$ cat config.mk
export PLATFORM = sky130hd
export DESIGN_NAME = key_run_ctrl
export DESIGN_NICKNAME = d
export VERILOG_FILES = /design/src/rtl/key_pkg.sv /design/src/rtl/key_sync2.sv /design/src/rtl/key_run_ctrl.sv
export SDC_FILE = /design/constraint.sdc
export NUM_CORES = 1
export LEC_CHECK = 0
export ABC_AREA = 1
export BUFFER_PORTS_ARGS = -buffer_cell sky130_fd_sc_hd__buf_2
export CORE_MARGIN = 8
export CORE_UTILIZATION = 45
export CTS_CLUSTER_SIZE = 10
export DETAILED_ROUTE_END_ITERATION = 8
export PLACE_DENSITY = 0.71
export REMOVE_ABC_BUFFERS = 1
export SKIP_LAST_GASP = 1
export SLEW_MARGIN = 5
export SYNTH_ARGS = -nofsm -noshare
export SYNTH_HDL_FRONTEND = slang
export SYNTH_SLANG_ARGS = --single-unit
$ cat constraint.sdc
create_clock -name sys_clk -period 1.82 [get_ports sys_clk]
set_input_delay 0.182 -clock sys_clk [delete_from_list [all_inputs] [get_ports sys_clk]]
set_output_delay 0.182 -clock sys_clk [all_outputs]
set_load 0.05 [all_outputs]
$ cat src/rtl/key_pkg.sv
// Shared definitions for the push-button run-control block: FSM encoding and
// default timing constants for a 50 MHz system clock.
package key_pkg;

    typedef enum logic [2:0] {
        ST_IDLE     = 3'd0,
        ST_PRESS_DB = 3'd1,
        ST_HELD     = 3'd2,
        ST_LONG     = 3'd3,
        ST_REL_DB   = 3'd4,
        ST_LONG_REL = 3'd5
    } key_state_e;

    // 20 ms debounce and 1 s long-press hold at 50 MHz
    localparam int unsigned DB_CYC_DEF   = 999_999;
    localparam int unsigned LONG_CYC_DEF = 49_999_999;
    localparam int unsigned CNT_W_DEF    = 26;

endpackage

$ cat src/rtl/key_sync2.sv
// Two-flop synchroniser for an asynchronous level; both flops reset to 1 so a
// released (active-low) button is seen right after reset.
module key_sync2 (
    input  logic clk_i,
    input  logic srst_i,
    input  logic d_i,
    output logic q_o
);

    logic meta_q;
    logic sync_q;

    always_ff @(posedge clk_i) begin
        if (srst_i) begin
            meta_q <= 1'b1;
            sync_q <= 1'b1;
        end else begin
            meta_q <= d_i;
            sync_q <= meta_q;
        end
    end

    assign q_o = sync_q;

endmodule

$ cat src/rtl/key_run_ctrl.sv
// Turns one raw active-low push-button into a run enable: short press toggles
// vaild, long press forces it low. All outputs are registered.
module key_run_ctrl
    import key_pkg::*;
#(
    parameter int unsigned CNT_W    = CNT_W_DEF,
    parameter int unsigned DB_CYC   = DB_CYC_DEF,
    parameter int unsigned LONG_CYC = LONG_CYC_DEF
) (
    input  logic sys_clk,
    input  logic rst_n,
    input  logic key_in,
    output logic vaild,
    output logic key_press,
    output logic long_press
);

    localparam logic [CNT_W-1:0] DB_LIM   = CNT_W'(DB_CYC);
    localparam logic [CNT_W-1:0] LONG_LIM = CNT_W'(LONG_CYC);

    logic             key_s;
    key_state_e       state_q, state_d;
    logic [CNT_W-1:0] cnt_q, cnt_d;
    logic             vaild_q, vaild_d;
    logic             key_press_q, key_press_d;
    logic             long_press_q, long_press_d;

    key_sync2 u_sync (
        .clk_i  (sys_clk),
        .srst_i (rst_n),
        .d_i    (key_in),
        .q_o    (key_s)
    );

    always_ff @(posedge sys_clk) begin
        if (rst_n) begin
            state_q      <= ST_IDLE;
            cnt_q        <= '0;
            vaild_q      <= 1'b0;
            key_press_q  <= 1'b0;
            long_press_q <= 1'b0;
        end else begin
            state_q      <= state_d;
            cnt_q        <= cnt_d;
            vaild_q      <= vaild_d;
            key_press_q  <= key_press_d;
            long_press_q <= long_press_d;
        end
    end

    // Release is checked before the threshold so a release wins a tie.
    always_comb begin
        state_d = state_q;
        cnt_d   = cnt_q + CNT_W'(1);
        unique case (state_q)
            ST_IDLE: begin
                cnt_d = '0;
                if (!key_s) state_d = ST_PRESS_DB;
            end
            ST_PRESS_DB: begin
                if (key_s)                state_d = ST_IDLE;
                else if (cnt_q == DB_LIM) state_d = ST_HELD;
            end
            ST_HELD: begin
                if (key_s)                  state_d = ST_REL_DB;
                else if (cnt_q == LONG_LIM) state_d = ST_LONG;
            end
            ST_LONG: begin
                cnt_d = '0;
                if (key_s) state_d = ST_LONG_REL;
            end
            ST_REL_DB: begin
                if (!key_s)               state_d = ST_HELD;
                else if (cnt_q == DB_LIM) state_d = ST_IDLE;
            end
            ST_LONG_REL: begin
                if (!key_s)               state_d = ST_LONG;
                else if (cnt_q == DB_LIM) state_d = ST_IDLE;
            end
            default: begin
                state_d = ST_IDLE;
            end
        endcase
        if (state_d != state_q) cnt_d = '0;
    end

    always_comb begin
        key_press_d  = (state_q == ST_REL_DB) && key_s && (cnt_q == DB_LIM);
        long_press_d = (state_q == ST_HELD) && !key_s && (cnt_q == LONG_LIM);
        vaild_d      = vaild_q;
        if (key_press_d)       vaild_d = ~vaild_q;
        else if (long_press_d) vaild_d = 1'b0;
    end

    assign vaild      = vaild_q;
    assign key_press  = key_press_q;
    assign long_press = long_press_q;

endmodule

==> results of run 1 <==
-- how the worst max path moves through the flow --
| stage | slack [ns] | start | cells after the start | endpoint |
|---|---|---|---|---|
| floorplan | 0.002 | cnt_q[0] | 13 | cnt_q[17] |
| global placement | 0.13 | cnt_q[1] | 13 | cnt_q[17] |
| detailed placement | 0.07 | cnt_q[1] | 14 | cnt_q[17] |
| CTS | 0.02 | cnt_q[1] | 14 | cnt_q[20] |
| global route | -0.09 | cnt_q[0] | 14 | cnt_q[18] |
| finish | 0.02 | cnt_q[17] | 14 | cnt_q[16] |
-- placed cells by master (no fill, tap or decap), types with 2 or more instances in the layout --
| cell | count |
|---|---|
| nand4_1 | 15 |
| nor2_1 | 44 |
| clkbuf_16 | 2 |
| xnor2_1 | 4 |
| nor2_4 | 11 |
| clkbuf_8 | 6 |
| nand2_1 | 44 |
| buf_12 | 2 |
| buf_2 | 5 |
| buf_4 | 20 |
| nor3_1 | 5 |
| nor4_1 | 2 |
| nand3_1 | 17 |
| nor2_2 | 22 |
| a21oi_1 | 3 |
| nand2_2 | 7 |
| inv_1 | 46 |
| o21ai_0 | 2 |
| inv_2 | 6 |
| xor2_1 | 19 |
| or2_2 | 2 |
| dfxtp_2 | 8 |
| dfxtp_1 | 25 |
-- sequential cells by signal (all words and copies together) (netlist names) --
signal	cells
cnt_q	26
state_q	3
key_press	1
long_press	1
u_sync.meta_q	1
u_sync.q_o	1
vaild	1
-- critical path, cell delays in order (launching register included) --
cell and delay (ns):
dfxtp_2 0.36, buf_6 0.11, inv_1 0.03, nor2_1 0.07
nand2_1 0.06, nor2_1 0.16, nand3_2 0.10, nor2_4 0.15
nor2_4 0.05, nand2_2 0.07, nand2_2 0.05, nand2_2 0.09
nand3_4 0.15, clkbuf_16 0.21, nor2_2 0.08
-- cell families after synthesis --
group / after synthesis / synth area share [%]
and+or+nand+nor: 174 / 41.0
buffers and inverters: 60 / 12.2
DFF: 34 / 33.9
xor gates and xnor gates: 23 / 10.0
AOI/OAI and AO/OA: 8 / 2.31
adders and majority gates: 1 / 0.623
-- metrics by stage --
stage / util [%] / worst slack, ns
floorplan: - / 0.00176
global placement: 50.5 / 0.127
detailed placement: 50.5 / 0.0735
CTS: 52.6 / 0.0206
global route: 58.5 / -0.0920
finish: 58.5 / 0.0159
-- report_power, final --
part,internal (mW),switching (mW)
clock network,0.305,0.274
logic,0.0148,0.0188
registers,0.745,0.00338
-- layout make-up --
cell class	count	area share [%]
Tap cell	52	2.57
Multi-Input combinational cell	206	47.5
Timing Repair Buffer	30	10.9
Sequential cell	34	27.4
Inverter	53	7.96
Clock inverter	1	0.198
Clock buffer	7	3.41
-- routing by layer --
metal | track usage, % | wire length, um | share of wire (%)
met5 | 0 | 0 | 0
met4 | 5.52 | 64 | 1.3
met3 | 4.20 | 239 | 4.8
met2 | 21.6 | 2330 | 47
met1 | 18.8 | 2330 | 47
-- repair_timing --
| action | CTS | global route |
|---|---|---|
| endpoints found under the setup margin | 0 | 26 |
| buffers inserted | 0 | 9 |
| gates resized for setup | 0 | 48 |
==> summary.md, run 1 <==
| Metric | Value |
|---|---|
| Fin nets | `334` |
| Core Region | `0.00432 sq mm` |
| Most frequent cells after synthesis | `nor2_1, inv_1, nand2_1, dfxtp_1, nor2_2` |
| Synth area leaders | `dfxtp_1, nor2_1, inv_1` |
| Root buffer cell | `clkbuf_8` |
| Initial antenna violation count | `0` |
| Detailed placer's ending HPWL | `3.46 mm` |
| Top Ports | `6` |
| P&R area growth vs syn | `26.1%` |
| Worst Setup Start Kind | `flop` |
| Max Root-Sink Buffers | `2` |
| Number of global-route vias before repair | `1675` |
| Final worst-path cycle share | `99.1%` |
| Area fraction of the dominant cell type after synthesis | `33.9%` |
| Share of layout cells above drive strength 1 | `30.5%` |
| Leakage | `0.916 nW` |
| Cells after Synth | `300` |
| Die area | `0.00685 sq mm` |
| Hold Vio Cnt, Final | `0` |
| CTS buffer count | `5` |
| PwrDens | `538 mW/mm^2` |
| Async SR Flop Fraction | `0%` |
| Critical Path End Type | `flop` |
| Reg-to-Reg Start | `cnt_q[17]` |
| Ant diodes | `0` |
| Max_slew headroom | `73.5%` |
| Worst vdd ir | `567 uV` |
| Min Hold Slack | `0.0926 ns` |
| DR iter-0 viols | `224` |
| Clock slew at reported path FFs | `0.07 ns` |
| Final total power | `1.36 mW` |
| Detailed Route WL | `4.96 mm` |
| First-pass GRT wire length | `7.51 mm` |
| Die Y | `82.8 um` |
| Slew Viols, Final | `0` |
| Worst Hold Endpoint | `u_sync.meta_q` |
| GRT overflow | `0` |
| Final Instance Area | `0.00253 sq mm` |
| Max-Cap Viols | `0` |
| Pre-antenna DRT Iters | `4` |
| Outcome | `completed` |
| Multi-input combinational cell area | `0.00120 sq mm` |
| Clk sinks | `34` |
| Routed vias | `1919` |
| Final setup violation count | `0` |
| Synth unique cells | `26` |
| Placed cells | `364` |
| # rows | `24` |
| Max FO, Critical Path | `7` |
| Sequential share of the synthesized area | `33.9%` |
| Vias per Instance | `5.01` |
| Worst-skew pair later-pin latency | `0.29 ns` |
| Yosys top cell by area | `dfxtp_1` |
| DR WL/cell | `12.9 um` |
| Worst slew pin tran | `0.393 ns` |
| Worst R2R End | `cnt_q[16]` |
| Starting Density | `46.4%` |
| R2R Setup Slk | `0.02 ns` |
| Synth Cell Area | `0.00201 sq mm` |
| TritonCTS clock tree | `done` |
| Most frequent cell after synthesis | `nor2_1` |
| Final Wtd Congestion | `0.949` |
| CP Class | `flop to flop` |
| Final cell count without fillers | `383` |
| # hold bufs at CTS | `0` |
| RSZ-0062 raised after global routing | `yes` |
| Die width | `82.8 um` |
| Fmax | `554 MHz` |
| Gr usage total | `14.3%` |
| IO buf count | `5` |
| Register Area | `694 sq um` |
| Post-synth EDFFs | `0` |
| Residual DRC count | `0` |
| Syn avg cell area | `6.69 sq um` |
| Pin count of the biggest net entering global routing | `15` |
| Yosys warns | `0` |
| Area of placed instances | `0.00218 sq mm` |
| #FFs+latches synth | `34` |
| Critical path required time | `2.05 ns` |
| Most used DFF post-synth | `dfxtp_1` |
| Min-delay src | `key_in` |
| CP arrival | `2.03 ns` |
| Antenna-violating nets left | `0` |
| Layout fillers | `405` |
| Hold Path Depth | `2` |
| Fin Clk Skew | `0.00549 ns` |
| Setup TNS | `0 ns` |
| Reg2Reg Depth | `14` |
| Final Critical Period | `1.80 ns` |
| H-tree depth | `2` |
| Hold Crit Class | `input port to flop` |
(Power assumes the default switching activity.)
==> run 2, diff against run 1 <==
--- a/config.mk
+++ b/config.mk
@@ -11,7 +11,7 @@
 export CORE_UTILIZATION = 45
 export CTS_CLUSTER_SIZE = 10
 export DETAILED_ROUTE_END_ITERATION = 8
-export PLACE_DENSITY = 0.71
+export PLACE_DENSITY_LB_ADDON = 0.15
 export REMOVE_ABC_BUFFERS = 1
 export SKIP_LAST_GASP = 1
 export SLEW_MARGIN = 5
==> summary.md, run 2 (synthesized netlist as in run 1, its figures left out) <==
| Metric | Value |
|---|---|
| First-pass GRT wire length | `7.58 mm` |
| Die Y | `82.8 um` |
| Register Area | `694 sq um` |
| Number of global-route vias before repair | `1611` |
| H-tree depth | `2` |
| Share of layout cells above drive strength 1 | `29.1%` |
| Met3 GRT Util | `4.42%` |
| IO buf count | `5` |
| CP Class | `flop to flop` |
| Outcome | `completed` |
| Die width | `82.8 um` |
| Clock slew at reported path FFs | `0.08 ns` |
| Final Critical Period | `1.75 ns` |
| Final total power | `1.48 mW` |
| Detailed placer's ending HPWL | `3.54 mm` |
| P&R area growth vs syn | `26.3%` |
| DR WL/cell | `12.7 um` |
| Routed vias | `1870` |
| Largest register by flop count | `cnt_q` |
| Final cell count without fillers | `385` |
| Worst path cell trace | `ha_4 > nand2_4 > nor2_4 > inv_2 > nor2_1 > nand2_1 > nor2_2 > nor2_2 > nand2_1 > nand2_1 > nand2_2 > nand3_4 > clkbuf_16 > nor2_2` |
| CP bufs+invs | `2` |
| Met1 Track Usage GR | `20.0%` |
| Max FO, Critical Path | `7` |
| CP max stage delay | `0.37 ns` |
| CP arrival | `1.98 ns` |
| Max Root-Sink Buffers | `2` |
| Final Util | `58.6%` |
| Placed cells | `369` |
| # hold bufs at CTS | `0` |
| Initial antenna violation count | `0` |
| GRT busiest layer | `met2` |
| Fin Clk Skew | `0.00717 ns` |
| Leakage | `0.919 nW` |
| Worst vdd ir | `490 uV` |
| Multi-input combinational cell area | `0.00119 sq mm` |
| Clk sinks | `34` |
| Final worst-path cycle share | `96.3%` |
| Post-route setup slack | `0.0669 ns` |
| # rows | `24` |
| Pre-antenna DRT Iters | `4` |
| Most frequent cells in the layout | `inv_1, nor2_1, nand2_1, dfxtp_1, buf_4` |
| CP delay by family, top | `simple AND/OR/NAND/NOR gates` |
| Max reg flops | `26` |
| Final Wtd Congestion | `0.947` |
| Gr usage total | `14.5%` |
| Critical path required time | `2.04 ns` |
| Setup TNS | `0 ns` |
| Hold Crit Class | `input port to flop` |
| Place WS | `0.0244 ns` |
| Fmax | `570 MHz` |
| Antenna-violating nets left | `0` |
| Final Instance Area | `0.00253 sq mm` |
| Vias per Instance | `4.86` |
| Die area | `0.00685 sq mm` |
| Final setup violation count | `0` |
| Min Hold Slack | `0.0795 ns` |
| Pin count of the biggest net entering global routing | `16` |
| Fin nets | `336` |
| Root buffer cell | `clkbuf_8` |
| Ant diodes | `0` |
| Core Region | `0.00432 sq mm` |
| Top flop regs | `cnt_q x26, state_q x3` |
| Slowest cell on the critical path | `dfxtp_2` |
| TritonCTS clock tree | `done` |
| Commonest non-fill, non-tap cell in the layout | `inv_1` |
| Critical Path End Type | `flop` |
| Worst Setup Start Kind | `flop` |
| Max-Cap Viols | `0` |
| Slew Viols, Final | `0` |
| Top Ports | `6` |
| Max_slew headroom | `75.2%` |
| GRT overflow | `0` |
| Met2 Usage GRT | `20.2%` |
| Worst-skew pair later-pin latency | `0.28 ns` |
| Worst slew pin tran | `0.369 ns` |
| CTS buffer count | `5` |
| Starting Density | `46.4%` |
| RSZ-0062 raised after global routing | `yes` |
| Layout fillers | `428` |
| DR iter-0 viols | `120` |
| Area of placed instances | `0.00222 sq mm` |
| Hold Vio Cnt, Final | `0` |
| Residual DRC count | `0` |
| PwrDens | `583 mW/mm^2` |
| Detailed Route WL | `4.88 mm` |
[run 2: cell count changes in the layout (fill, tap and decap cells not counted), sizes merged]
cell,change
buf,+3
bufinv,+1
clkbuf,-3
clkinv,-1
clkinvlp,+2
[run 2: final timing paths]
check                start            end  slack, ns  cells after the start
min reg2reg  u_sync.meta_q     u_sync.q_o       0.41                      1
max reg2reg       cnt_q[1]       cnt_q[9]       0.07                     14
max               cnt_q[1]       cnt_q[9]       0.07                     14
min                 key_in  u_sync.meta_q       0.08                      2
[run 2: final cells by class]
class / count / area share (%)
multi-input cells: 206 / 46.9
flip-flops and latches: 34 / 27.4
repair buffers: 32 / 10.8
inverters: 53 / 7.85
clock buffers: 5 / 2.71
well taps: 52 / 2.57
clock inverters: 3 / 1.78
[run 2: report_power, final]
| group | switching (mW) | leakage (nW) | internal [mW] |
|---|---|---|---|
| Sequential | 0.00312 | 0.279 | 0.745 |
| Combinational | 0.0171 | 0.590 | 0.0114 |
| Clock | 0.295 | 0.0504 | 0.407 |
| Total | 0.315 | 0.919 | 1.16 |
[run 2: layer usage]
layer  up-vias  wire length, um
li1        981                -
met1       830             2280
met2        53             2220
met3         6              327
met4         0               57
met5         -                0
[run 2: repair_timing]
item                                   in CTS  in global routing
endpoints found under the hold margin       0                  0
buffers inserted                            0                  7
setup endpoints to repair                   0                 27
gates resized for setup                     0                 39
==> run 3, diff against run 2 <==
--- a/config.mk
+++ b/config.mk
@@ -12,9 +12,10 @@
 export CTS_CLUSTER_SIZE = 10
 export DETAILED_ROUTE_END_ITERATION = 8
 export PLACE_DENSITY_LB_ADDON = 0.15
+export RECOVER_POWER = 100
 export REMOVE_ABC_BUFFERS = 1
 export SKIP_LAST_GASP = 1
-export SLEW_MARGIN = 5
+export SLEW_MARGIN = 10
 export SYNTH_ARGS = -nofsm -noshare
 export SYNTH_HDL_FRONTEND = slang
 export SYNTH_SLANG_ARGS = --single-unit
==> summary.md, run 3 (synthesized netlist as in run 1, its figures left out) <==
| Metric | Value |
|---|---|
| Max-Cap Viols | `0` |
| Max reg flops | `26` |
| Clk sinks | `34` |
| IO buf count | `5` |
| H-tree depth | `2` |
| Cell Int Power | `1.16 mW` |
| GRT overflow | `0` |
| Final setup violation count | `0` |
| Fin Clk Skew | `0.00661 ns` |
| Core Region | `0.00432 sq mm` |
| Die area | `0.00685 sq mm` |
| Worst path cell trace | `ha_4 > nand2_4 > nor2_4 > inv_2 > nor2_1 > nand2_1 > nor2_2 > nor2_2 > nand2_1 > nand2_1 > nand2_2 > nand3_4 > clkbuf_16 > nor2_2` |
| Ant diodes | `0` |
| Power share of the clock group | `47.5%` |
| Clock slew at reported path FFs | `0.08 ns` |
| Die Y | `82.8 um` |
| Final Wtd Congestion | `0.947` |
| Max Root-Sink Buffers | `2` |
| Critical path required time | `2.04 ns` |
| First-pass GRT wire length | `7.58 mm` |
| Worst slew pin tran | `0.602 ns` |
| CTS buffer count | `5` |
| Detailed Route WL | `4.88 mm` |
| Starting Density | `46.4%` |
| Sw power | `314 uW` |
| Gr usage total | `14.5%` |
| R2R Setup Slk | `0.07 ns` |
| Initial antenna violation count | `0` |
| Final Util | `58.5%` |
| Max FO, Critical Path | `7` |
| Slowest cell on the critical path | `dfxtp_2` |
| Switch share | `21.3%` |
| Hold Vio Cnt, Final | `0` |
| Outcome | `completed` |
| Antenna-violating nets left | `0` |
| Worst-skew pair later-pin latency | `0.28 ns` |
| Final Critical Period | `1.75 ns` |
| Sequential Power Share | `50.6%` |
| TritonCTS clock tree | `done` |
| DR iter-0 viols | `119` |
| Fmax | `571 MHz` |
| Final worst-path cycle share | `96.3%` |
| Detailed placer's ending HPWL | `3.54 mm` |
| Commonest non-fill, non-tap cell in the layout | `inv_1` |
| Top flop regs | `cnt_q x26, state_q x3` |
| Routed vias | `1872` |
| Worst Setup Start Kind | `flop` |
| CP Class | `flop to flop` |
| CP arrival | `1.98 ns` |
| Min Hold Slack | `0.0793 ns` |
| Vias per Instance | `4.86` |
| Critical Path End Type | `flop` |
| Number of global-route vias before repair | `1611` |
| Largest register by flop count | `cnt_q` |
| CP bufs+invs | `2` |
| CP max stage delay | `0.37 ns` |
| # rows | `24` |
| RSZ-0062 raised after global routing | `yes` |
| P&R area growth vs syn | `26.1%` |
| Share of layout cells above drive strength 1 | `27.9%` |
| Top Ports | `6` |
| Most frequent cells in the layout | `inv_1, nor2_1, nand2_1, dfxtp_1, buf_4` |
| DR WL/cell | `12.7 um` |
| PwrDens | `584 mW/mm^2` |
| Leakage | `0.903 nW` |
| CP delay by family, top | `simple AND/OR/NAND/NOR gates` |
| Worst vdd ir | `488 uV` |
| Root buffer cell | `clkbuf_8` |
| Gate power share | `1.9%` |
| Slew Viols, Final | `0` |
| Max_slew headroom | `60.0%` |
| Hold Crit Class | `input port to flop` |
| Residual DRC count | `0` |
| Die width | `82.8 um` |
| Pin count of the biggest net entering global routing | `16` |
| Pre-antenna DRT Iters | `4` |
| Fin nets | `336` |
==> run 3: cell count changes in the layout (fill, tap and decap cells not counted) <==
cell / previous run / this run
clkbuf_1: 0 / 4
buf_2: 5 / 1
==> run 3: area by class of cell <==
type                            instances  area [sq um]
Fill cell                             427          1790
Multi-Input combinational cell        206          1190
Sequential cell                        34           694
Timing Repair Buffer                   32           269
Inverter                               53           199
Clock buffer                            5          68.8
Tap cell                               52          65.1
Clock inverter                          3          45.0
==> run 3: power by group through the flow <==
stage | registers [mW] | logic [mW] | clock network, mW
final | 0.748 | 0.0282 | 0.701
after CTS | 0.749 | 0.0244 | 0.719
after global placement | 0.767 | 0.0242 | 0
after floorplan | 0.766 | 0.0134 | 0
after global routing | 0.748 | 0.0307 | 0.752
after detailed placement | 0.766 | 0.0244 | 0
==> run 3: through the flow <==
stage                     instance area, sq um  setup slack [ns]  total power, mW  instances  setup TNS, ns
after floorplan                           1960           0.00176            0.779        293              0
after CTS                                 2330           0.00771             1.49        377              0
after detailed placement                  2220            0.0244            0.791        369              0
final                                     2530            0.0680             1.48        385              0
after global placement                    2220            0.0351            0.791        369              0
after global routing                      2530           -0.0530             1.53        385         -0.947
==> run 3: path summary, 6_finish.rpt <==
path | from | endpoint | depth (start not counted)
hold reg to reg | u_sync.meta_q | u_sync.q_o | 1
setup reg to reg | cnt_q[1] | cnt_q[9] | 14
setup / recovery | cnt_q[1] | cnt_q[9] | 14
hold / removal | key_in | u_sync.meta_q | 2
==> run 3: per-layer routing <==
metal / up-vias / global-route usage (%) / share of wire, %
li1: 981 / - / -
met1: 832 / 20.0 / 47
met2: 53 / 20.2 / 46
met3: 6 / 4.42 / 6.4
met4: 0 / 5.86 / 1.2
met5: - / 0 / 0
==> run 3: repair_timing <==
item	CTS	global route
setup endpoints to repair	0	27
setup buffers	0	7
endpoints found under the hold margin	0	0
hold buffers	0	0
resized for setup	0	39
